<file path="config.mk">
export PLATFORM = sky130hd
export DESIGN_NAME = mux_n_pipe_flat
export DESIGN_NICKNAME = d
export VERILOG_FILES = /design/src/rtl/mux_n_pipe_pkg.sv /design/src/rtl/mux_n_pipe_if.sv /design/src/rtl/mux_n_pipe_skid_reg.sv /design/src/rtl/mux_n_pipe.sv /design/src/flat_wrapper.sv
export SDC_FILE = /design/constraint.sdc
export NUM_CORES = 1
export LEC_CHECK = 0
export ABC_AREA = 1
export CAP_MARGIN = 20
export CORE_UTILIZATION = 44
export DETAILED_ROUTE_END_ITERATION = 10
export PLACE_DENSITY = 0.82
export SETUP_SLACK_MARGIN = 0.1
export SYNTH_ARGS = -nofsm -noshare
export SYNTH_HDL_FRONTEND = slang
export SYNTH_SLANG_ARGS = --single-unit
</file>
<file path="constraint.sdc">
create_clock -name i_clk -period 2.5 [get_ports i_clk]
set_clock_uncertainty 0.15 [all_clocks]
set_input_delay 0.25 -clock i_clk [delete_from_list [all_inputs] [get_ports i_clk]]
set_output_delay 0.25 -clock i_clk [all_outputs]
set_load 0.02 [all_outputs]
</file>
<file path="src/rtl/mux_n_pipe_pkg.sv">
// Shared definitions for the N-to-1 pipelined select stage: default widths,
// error encoding and a constant-foldable clog2 helper.
package mux_pkg;

  localparam int NB_DATA_DEF  = 32;
  localparam int N_INPUTS_DEF = 4;

  localparam logic SEL_ERR = 1'b1;

  // Never returns less than 1 so a select port always has a bit.
  function automatic int clog2(input int value);
    int result;
    result = 1;
    for (int i = 1; i < 31; i++) begin
      if ((1 << i) < value) begin
        result = i + 1;
      end
    end
    return result;
  endfunction

endpackage

</file>
<file path="src/rtl/mux_n_pipe_if.sv">
// Upstream/downstream handshake bundle for mux_n_pipe; slave is the block's
// view, master is the view of whoever drives it.
interface mux_n_pipe_if
  import mux_pkg::*;
#(
  parameter int NB_DATA  = NB_DATA_DEF,
  parameter int N_INPUTS = N_INPUTS_DEF
);

  localparam int NB_SEL = clog2(N_INPUTS);

  logic [N_INPUTS*NB_DATA-1:0] i_data;
  logic [NB_SEL-1:0]           i_sel;
  logic                        i_valid;
  logic                        o_ready;
  logic                        i_flush;
  logic [NB_DATA-1:0]          o_data;
  logic                        o_sel_err;
  logic                        o_valid;
  logic                        i_ready;

  modport slave (
    input  i_data, i_sel, i_valid, i_flush, i_ready,
    output o_ready, o_data, o_sel_err, o_valid
  );

  modport master (
    output i_data, i_sel, i_valid, i_flush, i_ready,
    input  o_ready, o_data, o_sel_err, o_valid
  );

endinterface

</file>
<file path="src/rtl/mux_n_pipe_skid_reg.sv">
// Generic 2-entry valid/ready register: a visible main entry plus a hidden
// skid entry, so o_ready is a flop and never depends on i_ready.
module skid_reg #(
  parameter int NB = 33
) (
  input  logic          i_clk,
  input  logic          i_reset,
  input  logic [NB-1:0] i_data,
  input  logic          i_valid,
  output logic          o_ready,
  input  logic          i_flush,
  output logic [NB-1:0] o_data,
  output logic          o_valid,
  input  logic          i_ready
);

  logic [NB-1:0] main_data_q, main_data_d;
  logic          main_valid_q, main_valid_d;
  logic [NB-1:0] skid_data_q, skid_data_d;
  logic          skid_valid_q, skid_valid_d;
  logic          consume;
  logic          accept;

  // Data registers only load on a real transfer, so idle cycles cause no toggling.
  always_comb begin
    main_data_d  = main_data_q;
    main_valid_d = main_valid_q;
    skid_data_d  = skid_data_q;
    skid_valid_d = skid_valid_q;
    consume      = main_valid_q & i_ready;
    accept       = i_valid & ~skid_valid_q;

    if (i_flush) begin
      main_valid_d = 1'b0;
      skid_valid_d = 1'b0;
    end else if (skid_valid_q) begin
      if (consume) begin
        main_data_d  = skid_data_q;
        main_valid_d = 1'b1;
        skid_valid_d = 1'b0;
      end
    end else if (!main_valid_q || consume) begin
      if (accept) begin
        main_data_d  = i_data;
        main_valid_d = 1'b1;
      end else begin
        main_valid_d = 1'b0;
      end
    end else if (accept) begin
      skid_data_d  = i_data;
      skid_valid_d = 1'b1;
    end
  end

  always_ff @(posedge i_clk) begin
    if (i_reset) begin
      main_data_q  <= '0;
      main_valid_q <= 1'b0;
      skid_data_q  <= '0;
      skid_valid_q <= 1'b0;
    end else begin
      main_data_q  <= main_data_d;
      main_valid_q <= main_valid_d;
      skid_data_q  <= skid_data_d;
      skid_valid_q <= skid_valid_d;
    end
  end

  assign o_data  = main_data_q;
  assign o_valid = main_valid_q;
  assign o_ready = ~skid_valid_q;

endmodule

</file>
<file path="src/rtl/mux_n_pipe.sv">
// N-to-1 channel select followed by a registered, skid-buffered handshake
// stage; out-of-range selects yield zero data with o_sel_err set.
module mux_n_pipe
  import mux_pkg::*;
#(
  parameter int NB_DATA  = NB_DATA_DEF,
  parameter int N_INPUTS = N_INPUTS_DEF
) (
  input  logic         i_clk,
  input  logic         i_reset,
  mux_n_pipe_if.slave  bus
);

  localparam int NB_SEL = clog2(N_INPUTS);

  logic [NB_DATA-1:0] sel_data;
  logic               sel_err;
  logic [NB_DATA:0]   stage_out;

  // Any select value with no matching channel falls through to the error default.
  always_comb begin
    sel_data = '0;
    sel_err  = SEL_ERR;
    for (int k = 0; k < N_INPUTS; k++) begin
      if (bus.i_sel == NB_SEL'(k)) begin
        sel_data = bus.i_data[k*NB_DATA +: NB_DATA];
        sel_err  = ~SEL_ERR;
      end
    end
  end

  skid_reg #(
    .NB(NB_DATA + 1)
  ) u_skid_reg (
    .i_clk   (i_clk),
    .i_reset (i_reset),
    .i_data  ({sel_err, sel_data}),
    .i_valid (bus.i_valid),
    .o_ready (bus.o_ready),
    .i_flush (bus.i_flush),
    .o_data  (stage_out),
    .o_valid (bus.o_valid),
    .i_ready (bus.i_ready)
  );

  assign bus.o_data    = stage_out[NB_DATA-1:0];
  assign bus.o_sel_err = stage_out[NB_DATA];

endmodule

</file>
<file path="src/flat_wrapper.sv">
// flat-port wrapper written by rule: the top's interface ports become plain ports
module mux_n_pipe_flat import mux_pkg::*;
#(
  parameter int NB_DATA  = NB_DATA_DEF,
  parameter int N_INPUTS = N_INPUTS_DEF
)
  (i_clk, i_reset, bus_i_data, bus_i_sel, bus_i_valid, bus_i_flush, bus_i_ready, bus_o_ready, bus_o_data, bus_o_sel_err, bus_o_valid);
  mux_n_pipe_if #(.NB_DATA(NB_DATA), .N_INPUTS(N_INPUTS)) bus_i ();
  input  logic i_clk;
  input  logic i_reset;
  input wire logic [$bits(bus_i.i_data)-1:0] bus_i_data;
  input wire logic [$bits(bus_i.i_sel)-1:0] bus_i_sel;
  input wire logic [$bits(bus_i.i_valid)-1:0] bus_i_valid;
  input wire logic [$bits(bus_i.i_flush)-1:0] bus_i_flush;
  input wire logic [$bits(bus_i.i_ready)-1:0] bus_i_ready;
  output wire logic [$bits(bus_i.o_ready)-1:0] bus_o_ready;
  output wire logic [$bits(bus_i.o_data)-1:0] bus_o_data;
  output wire logic [$bits(bus_i.o_sel_err)-1:0] bus_o_sel_err;
  output wire logic [$bits(bus_i.o_valid)-1:0] bus_o_valid;
  assign bus_i.i_data = bus_i_data;
  assign bus_i.i_sel = bus_i_sel;
  assign bus_i.i_valid = bus_i_valid;
  assign bus_i.i_flush = bus_i_flush;
  assign bus_i.i_ready = bus_i_ready;
  assign bus_o_ready = bus_i.o_ready;
  assign bus_o_data = bus_i.o_data;
  assign bus_o_sel_err = bus_i.o_sel_err;
  assign bus_o_valid = bus_i.o_valid;
  mux_n_pipe #(.NB_DATA(NB_DATA), .N_INPUTS(N_INPUTS)) u_core (.i_clk(i_clk), .i_reset(i_reset), .bus(bus_i));
endmodule
</file>
Word-level counts from Yosys, hierarchy flattened
Index checks and enable logic that the tools add are counted.

Eq/ne operators: 4. Muxes and demuxes: 19. Bitwise operators: 5. Reduce and logical (&&, ||, !) cells: 9.

Operator list (count): $mux W33 (4); $mux W32 (4); $mux W1 (11); $reduce_and A4 Y1 (2); $eq A2 B2 Y1 const B (2); $reduce_bool A2 Y1 (2); $not A1 Y1 (3); $and A1 B1 Y1 (2); $eq A2 B1 Y1 const B (1); $logic_not A2 Y1 (1); $ne A2 B1 Y1 const B (1); $reduce_and A2 Y1 (1); $reduce_or A2 Y1 (1); $logic_not A1 Y1 (1); $logic_or A1 B1 Y1 (1).

Flip-flop bits (word level): 68. Input port bits: 135. Output and inout bits: 35. Logic and storage cells: 41.

Longest topological paths before layout
Depth in word-level cells: 8. Gate-level depth with buffers: 8. Depth with buffers taken out: 7.

Modules after synthesis
A second synthesis with hierarchy kept.

Cell total of the unflattened synthesis: 638. Area total of the unflattened synthesis: 4062.6 um^2.

By module, submodules not included: skid_reg (times used 1, cells an instance 451, area each 3090.5 um^2, sequential area each 1361.3 um^2); mux_n_pipe (times used 1, cells an instance 187, area each 972.2 um^2, sequential area each 0.0 um^2).

Worst setup path after synthesis
No wires, ideal clock.

Path type: register to register. Start: register u_core.u_skid_reg.main_valid_q (netlist: u_core.u_skid_reg.o_valid). End: register u_core.u_skid_reg.skid_data_q[18]. Library setup time: 0.114 ns. Data arrival time: 1.312 ns. Data required time: 2.236 ns. Setup slack: 0.925 ns. Stages on the path, launching flop included: 8. Buffers on the path: 2. Period minus slack after synthesis: 1.575 ns. Cell sequence: dfxtp_1 > nand2_1 > nor2_1 > nand3_1 > buf_2 > buf_2 > a21oi_1 > nor2_1.

Longest elaborated chain between the ends: 4. Elaborated cells between the ends (all ways): 5. Classes of those cells: 2 x bitwise; 3 x reduce/logical.

Ends and longest elaborated chain: start, declared (RTL line mux_n_pipe_skid_reg.sv:18) `logic main_valid_q, main_valid_d;`; start signal, assigned (RTL line mux_n_pipe_skid_reg.sv:63) `main_valid_q <= main_valid_d;`; $and A1 B1 Y1 / $logic_not A1 Y1 (equally long branches) (RTL line mux_n_pipe_skid_reg.sv:30, mux_n_pipe_skid_reg.sv:42); $logic_or A1 B1 Y1 (*) (RTL line mux_n_pipe_skid_reg.sv:42) `end else if (!main_valid_q || consume) begin`; $not A1 Y1 (no source line) (*); $reduce_and A4 Y1 (no source line) (*); end signal, assigned (RTL line mux_n_pipe_skid_reg.sv:64) `skid_data_q <= skid_data_d;`; end, declared (RTL line mux_n_pipe_skid_reg.sv:19) `logic [NB-1:0] skid_data_q, skid_data_d;`.

Every way passes the cells marked *; elsewhere a longest branch is shown, timed or not. A chain may end at the register's enable or synchronous reset.

Worst setup path after layout
Start: register u_core.u_skid_reg.skid_valid_q. End: output bus_o_ready.

Longest elaborated chain between the ends: 1.

Ends and longest elaborated chain: start, declared (RTL line mux_n_pipe_skid_reg.sv:20) `logic skid_valid_q, skid_valid_d;`; start signal, assigned (RTL line mux_n_pipe_skid_reg.sv:65) `skid_valid_q <= skid_valid_d;`; $not A1 Y1 (no source line); end, declared (RTL line flat_wrapper.sv:16) `output wire logic [$bits(bus_i.o_ready)-1:0] bus_o_ready;`.

Every way passes these cells.

==> flow_summary.toml <==
[sta]
fin_crit_sh = 0.753
finalMaxSlewViolations = 0
hold_viol = 0
tns_ps = 0
tightest_slew_ps = 640
period_needed_ps = 1880
max_slew_margin = 0.573
setup_violations = 0
fin_ws_ps = 618
max_freq_mhz = 531
rsz0062_at_grt = "no"

[drt]
wl_per_cell_microns = 13.1
wirelength_mm = 12.7
drc = 0
dr.pass1.iters = 4
vias = 4838
drtIter0Drc = 127
ant_nets = 0
vias_per_cell = 4.98

[floorplanning]
coreArea_sq_um = 8890
dieArea_sq_um = 9730
num_rows = 34
die_y_microns = 98.7
start_util = 0.462
boundaryPins = 170
die_w_microns = 98.7

[clock_network]
htreeDepth = 3
ctsHoldBuffers = 0
clk_path_buf_depth = 2
cts_tree = "built"
path_clk_slew_ps = 80
clkLatencyLatePin_ps = 340
post_cts_resized = 0
cts.sinks = 68
post-cts-setup-buffers = 0
cts-root-buf = "clkbuf_8"
cts_buffers = 9

[global_routing]
grt_start_max_net_pins = 39
use_met1 = 0.298
gr-total-overflow = 0
grtUsageMet2 = 0.494
grt.busiest_layer = "met2"
grt_use_total = 0.268
grt_pass1_vias = 4833
grt_pass1_wl_mm = 21.0
use_met3 = 0.0652
antenna_found_initial = 0

[critical_path]
cp-start-kind = "flop"
reg2reg_depth = 6
critPathRequiredTime_ps = 2100
crit_cells = 2
crit_arrival_ps = 1480
crit_chain = "inv_1, clkdlybuf4s50_1"
crit_type = "flop to output pin"
r2r_setup_slack_ps = 860
critPathMaxFanout = 5
rr_endpoint = "u_core.u_skid_reg.skid_data_q[15]$_SDFFE_PP0P_"
path_delay_family = "buffers and inverters"
endpoint_kind = "output pin"
slowest_stage = "clkdlybuf4s50_1"
r2r_start = "u_core.u_skid_reg.o_valid$_SDFFE_PP0P_"
critical_path_buf_inv_count = 2
max_stage_delay_ps = 630

[place]
io_buffers = 169
place_ws_ps = 544
place_congestion = 0.813
dp.final_hpwl_mm = 9.14

[yosys]
synth_warnings = 0
synth_cell_type_count = 18
netlist_area_sq_um = 4110
yosysSeqAreaShare = 0.331
synth-seq-cells = 68
synth_nets = 840
syn_inst = 705
postSynthAreaPerCell_sq_um = 5.83

[finish]
nets = 993
drive_gt1_frac = 0.0452
n_antenna_cell = 0
final_common_cell = "nand2_1"
syn2layout_area_growth_pct = 48.6
final_cell_mix = "211 x nand2_1, 167 x clkdlybuf4s50_1, 92 x nand3_1"
final_util = 0.687

[worst_hold_path]
min_path_cells = 2
hold_start = "u_core.u_skid_reg.o_data[28]$_SDFFE_PP0P_"
hold_class = "flop to flop"
hold_path_end = "u_core.u_skid_reg.o_data[28]$_SDFFE_PP0P_"

[power]
p_per_area_nw_per_um2 = 473
p_leak_nw = 3.01
irDropWorstVdd_v = 0.000294

[flow_run]
cap_violations = 0

[status]
status = "finished clean"
cell usage after synthesis, drive strengths merged:
master / n / area (sq um)
a21boi: 1 / 7.51
a21oi: 59 / 295
a22oi: 1 / 7.51
buf: 20 / 105
clkbuf: 22 / 82.6
dfxtp: 68 / 1360
inv: 93 / 349
nand2: 211 / 792
nand3: 94 / 475
nand4: 1 / 6.26
nor2: 70 / 263
o21ai: 33 / 165
or2: 32 / 200
how the worst max path moves through the flow:
| stage | slack (ps) | startpoint | end |
|---|---|---|---|
| 2_1_floorplan | 920 | u_core.u_skid_reg.o_valid$_SDFFE_PP0P_ | u_core.u_skid_reg.skid_data_q[18]$_SDFFE_PP0P_ |
| 3_3_place_gp | 570 | bus_i_sel[1] | u_core.u_skid_reg.o_data[31]$_SDFFE_PP0P_ |
| 3_5_place_dp | 540 | bus_i_sel[1] | u_core.u_skid_reg.o_data[31]$_SDFFE_PP0P_ |
| 4_1_cts | 610 | u_core.u_skid_reg.skid_valid_q$_SDFF_PP0_ | bus_o_ready |
| 5_1_grt | 580 | u_core.u_skid_reg.skid_valid_q$_SDFF_PP0_ | bus_o_ready |
| 6_report | 620 | u_core.u_skid_reg.skid_valid_q$_SDFF_PP0_ | bus_o_ready |
sequential cells by signal, summed over array words and instances (netlist names):
name                            count
u_core.u_skid_reg.o_data           33
u_core.u_skid_reg.skid_valid_q      1
u_core.u_skid_reg.skid_data_q      33
u_core.u_skid_reg.o_valid           1
power breakdown:
group | internal [mW] | switching [mW]
sequential | 1.13 | 0.0249
combinational | 0.350 | 0.314
clock | 0.645 | 0.429
total | 2.12 | 0.768
worst register-to-register path, delay by kind of cell (launching register included):
| kind | cells | cell delay (ps) |
|---|---|---|
| AO/OA/AOI/OAI | 1 | 160 |
| buffers and inverters | 1 | 260 |
| flip-flops | 1 | 400 |
| AND/OR/NAND/NOR | 4 | 580 |
metrics by stage:
stage	std cells	hold slack (ps)	instance area [sq um]	power [mW]
5_1_grt	971	327	6110	3.01
4_1_cts	971	304	6110	2.90
3_5_place_dp	955	290	5870	1.84
3_3_place_gp	955	284	5870	1.83
2_1_floorplan	705	252	4110	1.48
6_report	971	309	6110	2.89
area by class of cell:
class / count / area, sq um
fillers: 743 / 2780
well taps: 108 / 135
multi-input cells: 502 / 2220
flip-flops and latches: 68 / 1360
clock inverters: 3 / 67.6
clock buffers: 13 / 169
repair buffers: 184 / 1810
inverters: 93 / 349
per-layer routing:
metal,routed length [microns],up-vias,part of all wire
met5,0,-,0
met4,240,0,0.019
met3,889,19,0.070
met2,6240,154,0.49
met1,5370,2179,0.42
li1,-,2486,-
cells by family after synthesis:
group / count (synthesis) / synth area share
buffers and inverters: 135 / 0.131
AOI/OAI and AO/OA: 94 / 0.116
and+or+nand+nor: 408 / 0.423
DFF: 68 / 0.331
(Power assumes the default switching activity.)
